==> config.mk <==
export PLATFORM = sky130hd
export DESIGN_NAME = apb_master_bridge
export DESIGN_NICKNAME = d
export VERILOG_FILES = /design/src/rtl/apb_pkg.sv /design/src/rtl/apb_master_bridge.sv
export SDC_FILE = /design/constraint.sdc
export NUM_CORES = 1
export LEC_CHECK = 0
export BUFFER_PORTS_ARGS = -buffer_cell sky130_fd_sc_hd__buf_2
export CAP_MARGIN = 20
export CORE_ASPECT_RATIO = 0.6
export CORE_MARGIN = 4
export CORE_UTILIZATION = 51
export CTS_BUF_LIST = sky130_fd_sc_hd__clkbuf_2
export DETAILED_ROUTE_END_ITERATION = 8
export PLACE_DENSITY = 0.89
export SYNTH_ARGS = -nofsm -noshare
export SYNTH_HDL_FRONTEND = slang
export SYNTH_SLANG_ARGS = --single-unit
==> constraint.sdc <==
create_clock -name pclk -period 2.9 [get_ports pclk]
set_clock_uncertainty 0.05 [all_clocks]
set_input_delay 0.435 -clock pclk [delete_from_list [all_inputs] [get_ports pclk]]
set_output_delay 0.435 -clock pclk [all_outputs]
set_load 0.01 [all_outputs]
==> src/rtl/apb_pkg.sv <==
// Shared definitions for the APB4 master bridge.
//   apb_state_e : bridge sequencing states (IDLE, SETUP, ACCESS, RESP)
//   apb_cmd_t   : one native command record at the default 32/32 configuration
//   APB_PROT_W  : width of the APB4 protection field
`timescale 1ns/1ps
package apb_pkg;

    localparam int APB_PROT_W = 3;
    localparam int APB_ADDR_W = 32;
    localparam int APB_DATA_W = 32;
    localparam int APB_STRB_W = APB_DATA_W / 8;

    typedef enum logic [1:0] {
        IDLE,
        SETUP,
        ACCESS,
        RESP
    } apb_state_e;

    typedef struct packed {
        logic [APB_ADDR_W-1:0] addr;
        logic                  write;
        logic [APB_DATA_W-1:0] wdata;
        logic [APB_STRB_W-1:0] strb;
        logic [APB_PROT_W-1:0] prot;
    } apb_cmd_t;

endpackage

==> src/rtl/apb_master_bridge.sv <==
// APB4 initiator: converts native valid/ready commands into single APB4
// transfers (SETUP then ACCESS, honouring PREADY wait states) and returns
// read data / error status on a valid/ready response channel.
// Only one transfer is outstanding at a time.
//
// Ports
//   pclk, preset                 clock, synchronous active-high reset
//   cmd_valid/cmd_ready          command handshake
//   cmd_addr/write/wdata/strb/prot  command payload, latched on handshake
//   rsp_valid/rsp_ready          response handshake
//   rsp_rdata, rsp_err           read data (0 for writes), slave error/timeout
//   paddr/pprot/pwrite/pwdata/pstrb  APB4 address/control/data (registered)
//   psel, penable                APB4 select/enable
//   prdata, pready, pslverr      APB4 completer response
//
// Build option
//   APB_MASTER_TIMEOUT_EN : when defined, an ACCESS phase that sees no pready
//   for TIMEOUT_CYCLES cycles is aborted and answered with rsp_err=1,
//   rsp_rdata=0. When undefined, ACCESS waits indefinitely.
`timescale 1ns/1ps
module apb_master_bridge
    import apb_pkg::*;
#(
    parameter int ADDR_WIDTH     = 32,
    parameter int DATA_WIDTH     = 32,
    parameter int TIMEOUT_CYCLES = 256
) (
    input  logic                    pclk,
    input  logic                    preset,
    input  logic                    cmd_valid,
    output logic                    cmd_ready,
    input  logic [ADDR_WIDTH-1:0]   cmd_addr,
    input  logic                    cmd_write,
    input  logic [DATA_WIDTH-1:0]   cmd_wdata,
    input  logic [DATA_WIDTH/8-1:0] cmd_strb,
    input  logic [APB_PROT_W-1:0]   cmd_prot,
    output logic                    rsp_valid,
    input  logic                    rsp_ready,
    output logic [DATA_WIDTH-1:0]   rsp_rdata,
    output logic                    rsp_err,
    output logic [ADDR_WIDTH-1:0]   paddr,
    output logic [APB_PROT_W-1:0]   pprot,
    output logic                    pwrite,
    output logic [DATA_WIDTH-1:0]   pwdata,
    output logic [DATA_WIDTH/8-1:0] pstrb,
    output logic                    psel,
    output logic                    penable,
    input  logic [DATA_WIDTH-1:0]   prdata,
    input  logic                    pready,
    input  logic                    pslverr
);

    // Reject configurations the byte-strobe and watchdog logic cannot express.
    if ((DATA_WIDTH % 8) != 0 || DATA_WIDTH < 8 || ADDR_WIDTH < 1 || TIMEOUT_CYCLES < 1) begin : g_param_check
        $error("apb_master_bridge: illegal parameter combination");
    end

    apb_state_e state;
    apb_state_e state_next;
    logic       timeout_hit;

`ifdef APB_MASTER_TIMEOUT_EN
    localparam int TOUT_W = $clog2(TIMEOUT_CYCLES + 1);
    logic [TOUT_W-1:0] tout_cnt;

    // Counts ACCESS cycles that ended without pready; the count equals the
    // number of completed wait cycles, so the limit is reached on the
    // TIMEOUT_CYCLES-th ACCESS cycle. A pready on that cycle still wins.
    always_ff @(posedge pclk) begin
        if (preset || state == SETUP) begin
            tout_cnt <= '0;
        end else if (state == ACCESS && !pready) begin
            tout_cnt <= tout_cnt + TOUT_W'(1);
        end
    end

    assign timeout_hit = (state == ACCESS) && !pready &&
                         (tout_cnt == TOUT_W'(TIMEOUT_CYCLES - 1));
`else
    assign timeout_hit = 1'b0;
`endif

    // State register.
    always_ff @(posedge pclk) begin
        if (preset) begin
            state <= IDLE;
        end else begin
            state <= state_next;
        end
    end

    // Next-state and handshake/select decode. cmd_ready is also held low
    // while reset is asserted so no command is taken during reset.
    always_comb begin
        state_next = state;
        cmd_ready  = 1'b0;
        rsp_valid  = 1'b0;
        psel       = 1'b0;
        penable    = 1'b0;
        case (state)
            IDLE: begin
                cmd_ready = !preset;
                if (cmd_valid && !preset) begin
                    state_next = SETUP;
                end
            end
            SETUP: begin
                psel       = 1'b1;
                state_next = ACCESS;
            end
            ACCESS: begin
                psel    = 1'b1;
                penable = 1'b1;
                if (pready || timeout_hit) begin
                    state_next = RESP;
                end
            end
            RESP: begin
                rsp_valid = 1'b1;
                if (rsp_ready) begin
                    state_next = IDLE;
                end
            end
            default: state_next = IDLE;
        endcase
    end

    // APB payload is loaded on command acceptance and then simply held, which
    // keeps it stable through SETUP/ACCESS and leaves the last values visible
    // afterwards. Reads drive zero data and zero strobes onto the bus.
    // The response is captured on the completing ACCESS cycle.
    always_ff @(posedge pclk) begin
        if (preset) begin
            paddr     <= '0;
            pprot     <= '0;
            pwrite    <= 1'b0;
            pwdata    <= '0;
            pstrb     <= '0;
            rsp_rdata <= '0;
            rsp_err   <= 1'b0;
        end else begin
            if (cmd_valid && cmd_ready) begin
                paddr  <= cmd_addr;
                pprot  <= cmd_prot;
                pwrite <= cmd_write;
                pwdata <= cmd_write ? cmd_wdata : '0;
                pstrb  <= cmd_write ? cmd_strb : '0;
            end
            if (state == ACCESS) begin
                if (pready) begin
                    rsp_rdata <= pwrite ? '0 : prdata;
                    rsp_err   <= pslverr;
                end else if (timeout_hit) begin
                    rsp_rdata <= '0;
                    rsp_err   <= 1'b1;
                end
            end
        end
    end

endmodule
==> results.ini, run 1 <==
[status]
status=completed

[logic_synthesis]
syn_inst=487
netlist_area_mm2=0.00445
synth_nets=601
yosysWarnings=0
ys_seq_area_share_pct=48.1
avgSynthCellArea_um2=9.15
yosysUniqueCellTypes=23
ys_ff_latch=107

[power]
vdd_drop_max_v=0.000418
powerDensity_mw_per_mm2=554
power_mw=3.57
power.leakage_nw=2.91

[timing]
finalSetupViolCount=0
slew_violations=0
finalCriticalPeriod_ps=2470
rsz0062_at_grt=false
relSlewSlack_pct=32.4
fmaxAchievable_ghz=0.404
period_share_pct=85.3
worst_hold_slack_ps=75.4
tightest_slew_ps=1010
finalHoldViolations=0
fin_setup_tns_ps=0
setup_ws_ps=427

[detailed_routing]
top_layer_used=met4
firstDrtPassIters=5
wl_per_cell_um=16.8
first_iter_violations=352
met2WireLength_um=7290
drcViolationCount=0
vias_per_cell=5.32
drt-met1-wl_um=5790
ant_nets=0
wl_um=14700
wl_met3_um=1380
via_count=4651

[placement]
dp_hpwl_um=8990
pre_cts_ws_ps=843
gp_congestion=0.820
portBuffers=218

[floorplanning]
dieArea_mm2=0.0103
num_rows=26
io_pins=219
core-area_mm2=0.00849
die_y_um=80.4
start_util_pct=52.5
die_width_um=129

[cts]
clock_path_buffers=2
clock_sinks=107
path_clk_slew_ps=260
root_buffer=clkbuf_2
clock_latency_ps=540
cts_tree=done
cts_made_buffers=9
cts_resized=0
cts_max_level=3

[setup_path]
crit_slowest_cell=dfxtp_1
worstPathMaxFanout=29
crit_path_start_kind=flip-flop
crit_start=state[0]
endpoint_kind=output pin
timing.rr.start=state[0]
cp.arrival_ps=1990
rr_worst_depth=6
required_ps=2410
crit_type=reg -> out
max_stage_delay_ps=380
path_cells=inv_1, ha_1, buf_4, buf_2

[min_path]
hold_class=in -> reg
hold_depth=3
hold_start=cmd_wdata[11]

[global_route]
antenna_found_initial=0
grt_use_total_pct=26.0
grt_pass1_wl_um=21600
grt_pass1_vias=4442
grt_remaining_overflow=0
grt_max_degree=65

[finish]
syn_to_final_growth_pct=44.7
final_nets=873
seq_area_mm2=0.00214
fillers=573
multi_input_area_mm2=0.00204
drive_above_1_share_pct=40.6
diodes=0

[run]
max_cap_viol_count=0

==> critical path, delay by kind of cell (launching register included) <==
kind / cells / cell delay (ps)
adder cells (fa/ha/maj): 1 / 360
buffers and inverters: 3 / 700
flip-flops: 1 / 380
==> cells in the final DEF, fill, tap and decap left out <==
cell	count
buf_12	1
dfxtp_1	107
buf_2	217
nand3_1	3
nand3b_1	36
a211oi_1	1
buf_4	7
clkbuf_2	11
a21oi_1	36
nor4_1	1
nand3_2	34
a21oi_2	34
inv_1	2
dlygate4sd3_1	82
clkinv_4	1
nand2b_1	2
nand4b_1	32
and3b_4	1
inv_2	1
ha_1	4
nand2_1	142
bufinv_16	2
a211o_1	1
mux2i_1	1
clkinvlp_4	1
nor2b_1	3
==> power breakdown <==
group | internal (mW) | switching (mW) | total [mW]
sequential | 1.66 | 0.108 | 1.77
clock | 0.289 | 0.470 | 0.759
combinational | 0.442 | 0.601 | 1.04
==> routing by layer <==
| metal | global-route usage, % | up-vias |
|---|---|---|
| li1 | - | 2179 |
| met1 | 30.1 | 2192 |
| met2 | 46.2 | 257 |
| met3 | 8.77 | 23 |
| met4 | 6.39 | 0 |
| met5 | 0 | - |
==> cell usage after synthesis (all sizes together) <==
cell	instances	area [um^2]
nand2	142	533
buf	31	205
nand4b	32	280
a211o	1	8.76
inv	3	11.3
nand3	37	355
and3b	1	8.76
nor4	1	6.26
a21oi	70	478
a211oi	1	7.51
dfxtp	107	2140
nand3b	36	270
nand2b	2	12.5
nor2b	3	18.8
ha	4	50.1
clkbuf	15	56.3
mux2i	1	10.0
==> registers in the layout, indices dropped and copies added (netlist names) <==
signal and flops:
paddr 32, pwrite 1, pstrb 4, state 2, pprot 3, rsp_err 1
pwdata 32, rsp_rdata 32
==> cells by family after synthesis <==
family | synth area share (%)
and+or+nand+nor | 33.3
DFF | 48.1
AOI/OAI and AO/OA | 11.1
buffers and inverters | 6.12
adders and majority gates | 1.12
muxes | 0.225
==> stage by stage <==
| stage | utilization, % | instances | cell area, um^2 |
|---|---|---|---|
| 2_1_floorplan | - | 487 | 4450 |
| 3_3_place_gp | 64.7 | 778 | 5500 |
| 3_5_place_dp | 64.7 | 778 | 5500 |
| 4_1_cts | 73.1 | 851 | 6210 |
| 5_1_grt | 75.9 | 875 | 6450 |
| 6_report | 75.9 | 875 | 6450 |
==> area by class of cell <==
class / count / area share [%]
Sequential cell: 107 / 33.2
Multi-Input combinational cell: 331 / 31.7
Timing Repair Buffer: 307 / 30.7
Tap cell: 112 / 2.17
Clock inverter: 4 / 1.18
Clock buffer: 11 / 0.854
Inverter: 3 / 0.175
==> timing repair <==
action,4_1_cts,5_1_grt
setup buffers,0,0
hold endpoints to repair,58,24
hold buffers,58,24
==> worst paths after layout <==
path / endpoint / slack, ps
min reg2reg: pstrb[3] / 420
min: pwdata[11] / 80
max: penable / 430
max reg2reg: pwdata[22] / 940
Note: power is estimated with default switching activity, not from simulation.
==> inputs of run 2 (changes only) <==
--- a/config.mk
+++ b/config.mk
@@ -5,14 +5,15 @@
 export SDC_FILE = /design/constraint.sdc
 export NUM_CORES = 1
 export LEC_CHECK = 0
+export ABC_AREA = 1
 export BUFFER_PORTS_ARGS = -buffer_cell sky130_fd_sc_hd__buf_2
 export CAP_MARGIN = 20
 export CORE_ASPECT_RATIO = 0.6
 export CORE_MARGIN = 4
-export CORE_UTILIZATION = 51
+export CORE_UTILIZATION = 42
 export CTS_BUF_LIST = sky130_fd_sc_hd__clkbuf_2
 export DETAILED_ROUTE_END_ITERATION = 8
-export PLACE_DENSITY = 0.89
+export PLACE_DENSITY = 0.8
 export SYNTH_ARGS = -nofsm -noshare
 export SYNTH_HDL_FRONTEND = slang
 export SYNTH_SLANG_ARGS = --single-unit
==> constraint.sdc (replaced) <==
create_clock -name pclk -period 2.15 [get_ports pclk]
set_clock_uncertainty 0.05 [all_clocks]
set_input_delay 0.3225 -clock pclk [delete_from_list [all_inputs] [get_ports pclk]]
set_output_delay 0.3225 -clock pclk [all_outputs]
set_load 0.01 [all_outputs]
==> run 2 against run 1 <==
  * Final cell count grew 7.2%
  * Combinational power grew 79%
  * Global-route usage shrank 0.34 points
  * Non-clock buffer count grew 28
  * Worst hold slack gained 31 ps
  * Clock power grew 44%
  * Routed wire length grew 2.3%
  * Power grew 50%
  * Critical endpoint is now cmd_ready
==> results.ini, run 2 <==
[status]
status=completed

[setup_path]
crit_path_start_kind=flip-flop
required_ps=1780  ; -630 ps
cp.arrival_ps=1620  ; -370 ps
worstPathMaxFanout=4  ; -86%
crit_type=reg -> out
endpoint_kind=output pin

[finish]
fillers=682  ; +19%
layout_common_cells=buf_2, nand2_1, dfxtp_1, nand3_1, dlygate4sd3_1
drive_above_1_share_pct=31.4  ; -9.3 points
top_regs=paddr: 32 flops, pwdata: 32 flops, rsp_rdata: 32 flops
final_nets=916  ; +4.9%
multi_input_area_mm2=0.00164  ; -20%
seq_area_mm2=0.00214  ; about the same
syn_to_final_growth_pct=56.9
final_common_cell=buf_2

[detailed_routing]
first_iter_violations=243  ; -31%
drcViolationCount=0  ; unchanged
via_count=4892  ; +5.2%
vias_per_cell=5.22  ; -1.9%
firstDrtPassIters=6  ; +1
ant_nets=0  ; unchanged
wl_per_cell_um=16.0  ; -4.6%
wl_um=15000  ; +2.3%

[cts]
cts_tree=done
clock_latency_ps=560  ; +20 ps
cts_max_level=3  ; unchanged
clock_sinks=107  ; unchanged
post_cts_buffers=0  ; unchanged
path_clk_slew_ps=290  ; +30 ps
clock_path_buffers=2  ; unchanged
cts_made_buffers=9  ; unchanged
root_buffer=clkbuf_2

[global_route]
grt_pass1_wl_um=23900  ; +11%
use_met3_pct=8.68  ; -0.088 points
global_route.usage.met1_pct=29.9  ; -0.23 points
busiest_layer=met2
grt_use_total_pct=25.6  ; -0.34 points
grt_remaining_overflow=0  ; unchanged
antenna_found_initial=0  ; unchanged
grt_max_degree=59  ; -9.2%
met2_usage_pct=43.9  ; -2.2 points
grt_pass1_vias=4851  ; +9.2%

[logic_synthesis]
syn_inst=503  ; +3.3%
ys_ff_latch=107  ; unchanged
synth_most_common_cell=nand2_1
async_flop_share_pct=0  ; unchanged
ys.flop_type=dfxtp_1
netlist_area_mm2=0.00406  ; -8.8%
ys_seq_area_share_pct=52.8  ; +4.7 points
yosysWarnings=0  ; unchanged
synth_top_area_share_pct=52.8  ; +4.7 points
synth_edf_count=0  ; unchanged
synth_nets=617  ; +2.7%
yosysUniqueCellTypes=17  ; -26%
yosysTopAreaCell=dfxtp_1
yosys-top-cells-count=nand2_1, dfxtp_1, nand3_1, a21oi_1, nand4_1
synth_area_leaders=dfxtp_1, nand3_1, nand2_1, a21oi_1, nand4_1
avgSynthCellArea_um2=8.07  ; -12%

[power]
powerDensity_mw_per_mm2=839  ; +51%
power_mw=5.34  ; +50%
vdd_drop_max_v=0.000380  ; -9.0%
power.leakage_nw=3.04  ; +4.7%

[floorplanning]
num_rows=27  ; +3.8%
die_width_um=135  ; +4.9%
core-area_mm2=0.00929  ; +9.4%
dieArea_mm2=0.0114  ; +9.8%
die_y_um=84.2  ; +4.7%
start_util_pct=43.7  ; -8.8 points
io_pins=219  ; unchanged

[timing]
finalHoldViolations=0  ; unchanged
slew_violations=0  ; unchanged
period_share_pct=92.4
finalSetupViolCount=0  ; unchanged
rsz0062_at_grt=false
tightest_slew_ps=702  ; -313 ps
relSlewSlack_pct=53.2  ; +21 points
finalCriticalPeriod_ps=1990
setup_ws_ps=162  ; -265 ps
fin_setup_tns_ps=0  ; unchanged
fmaxAchievable_ghz=0.503

[run]
max_cap_viol_count=0  ; unchanged

[placement]
gp_congestion=0.763  ; -7.0%
dp_hpwl_um=8920  ; -0.82%
pre_cts_ws_ps=526  ; -317 ps
portBuffers=218  ; unchanged

[min_path]
hold_class=in -> reg

==> run 2: cell types whose count changed after synthesis, moves of 4 or more <==
cell	before	now
buf_2	23	19
nor2_1	0	10
nand4_1	0	36
a21oi_2	34	0
buf_1	0	6
a21oi_1	36	69
nand3b_1	36	0
nand2_1	142	109
nand4b_1	32	0
nand3_1	3	104
inv_1	2	10
nand3_2	34	0
==> run 2: routing by layer <==
metal  up-vias  wire [um]
met4         0        343
li1       2312          -
met5         -          0
met2       275       7330
met1      2266       5910
met3        39       1410
==> run 2: cell families (layout without fill, tap and decap cells) <==
logic type / count (synthesis) / in the layout / synth area share (%)
AO/OA/AOI/OAI: 72 / 72 / 8.88
adder cells (fa/ha/maj): 4 / 4 / 1.23
buffers and inverters: 58 / 362 / 7.06
flip-flops: 107 / 107 / 52.8
other: 0 / 1 / 0
AND/OR/NAND/NOR: 262 / 262 / 30.1
==> run 2: timing repair <==
item / in CTS / in global routing
endpoints found under the setup margin: 1 / 1
hold endpoints to repair: 104 / 0
resized for setup: 1 / 2
hold buffers: 104 / 0
cloned: 0 / 0
==> run 2: final cells by class <==
class,instances,share of cell area [%]
multi-input combinational,338,25.8
tap,130,2.55
inverter,11,0.648
clock inverter,7,1.57
timing repair buffer,335,35.0
sequential,107,33.7
antenna,1,0.0393
clock buffer,9,0.707
==> run 2: path summary, 6_finish.rpt <==
path | start | end | slack, ps | cells after the start
worst max-delay path | state[0] | cmd_ready | 160 | 5
worst min register to register | pwdata[8] | pwdata[8] | 430 | 2
worst max register to register | state[0] | rsp_rdata[28] | 530 | 6
worst min-delay path | preset | pwdata[25] | 110 | 2
==> run 2: worst max-delay path: stages (launching register included) <==
cell     delay (ps)
dfxtp_2         400
inv_1           140
ha_4            190
inv_1            80
nor2_4          100
buf_2           140
==> run 2: where the power goes <==
group / total, mW / internal (mW) / switching (mW)
logic: 1.86 / 0.726 / 1.13
registers: 2.40 / 2.25 / 0.148
clock network: 1.09 / 0.397 / 0.688
==> run 2: per-stage QoR <==
stage | cells | hold WS [ps] | area (um^2) | util, %
detailed placement | 817 | 405 | 5170 | 55.6
floorplan | 503 | 411 | 4060 | -
global route | 937 | 36.4 | 6370 | 68.5
finish | 938 | 107 | 6370 | 68.6
CTS | 937 | 48.3 | 6350 | 68.4
global placement | 817 | 399 | 5170 | 55.6
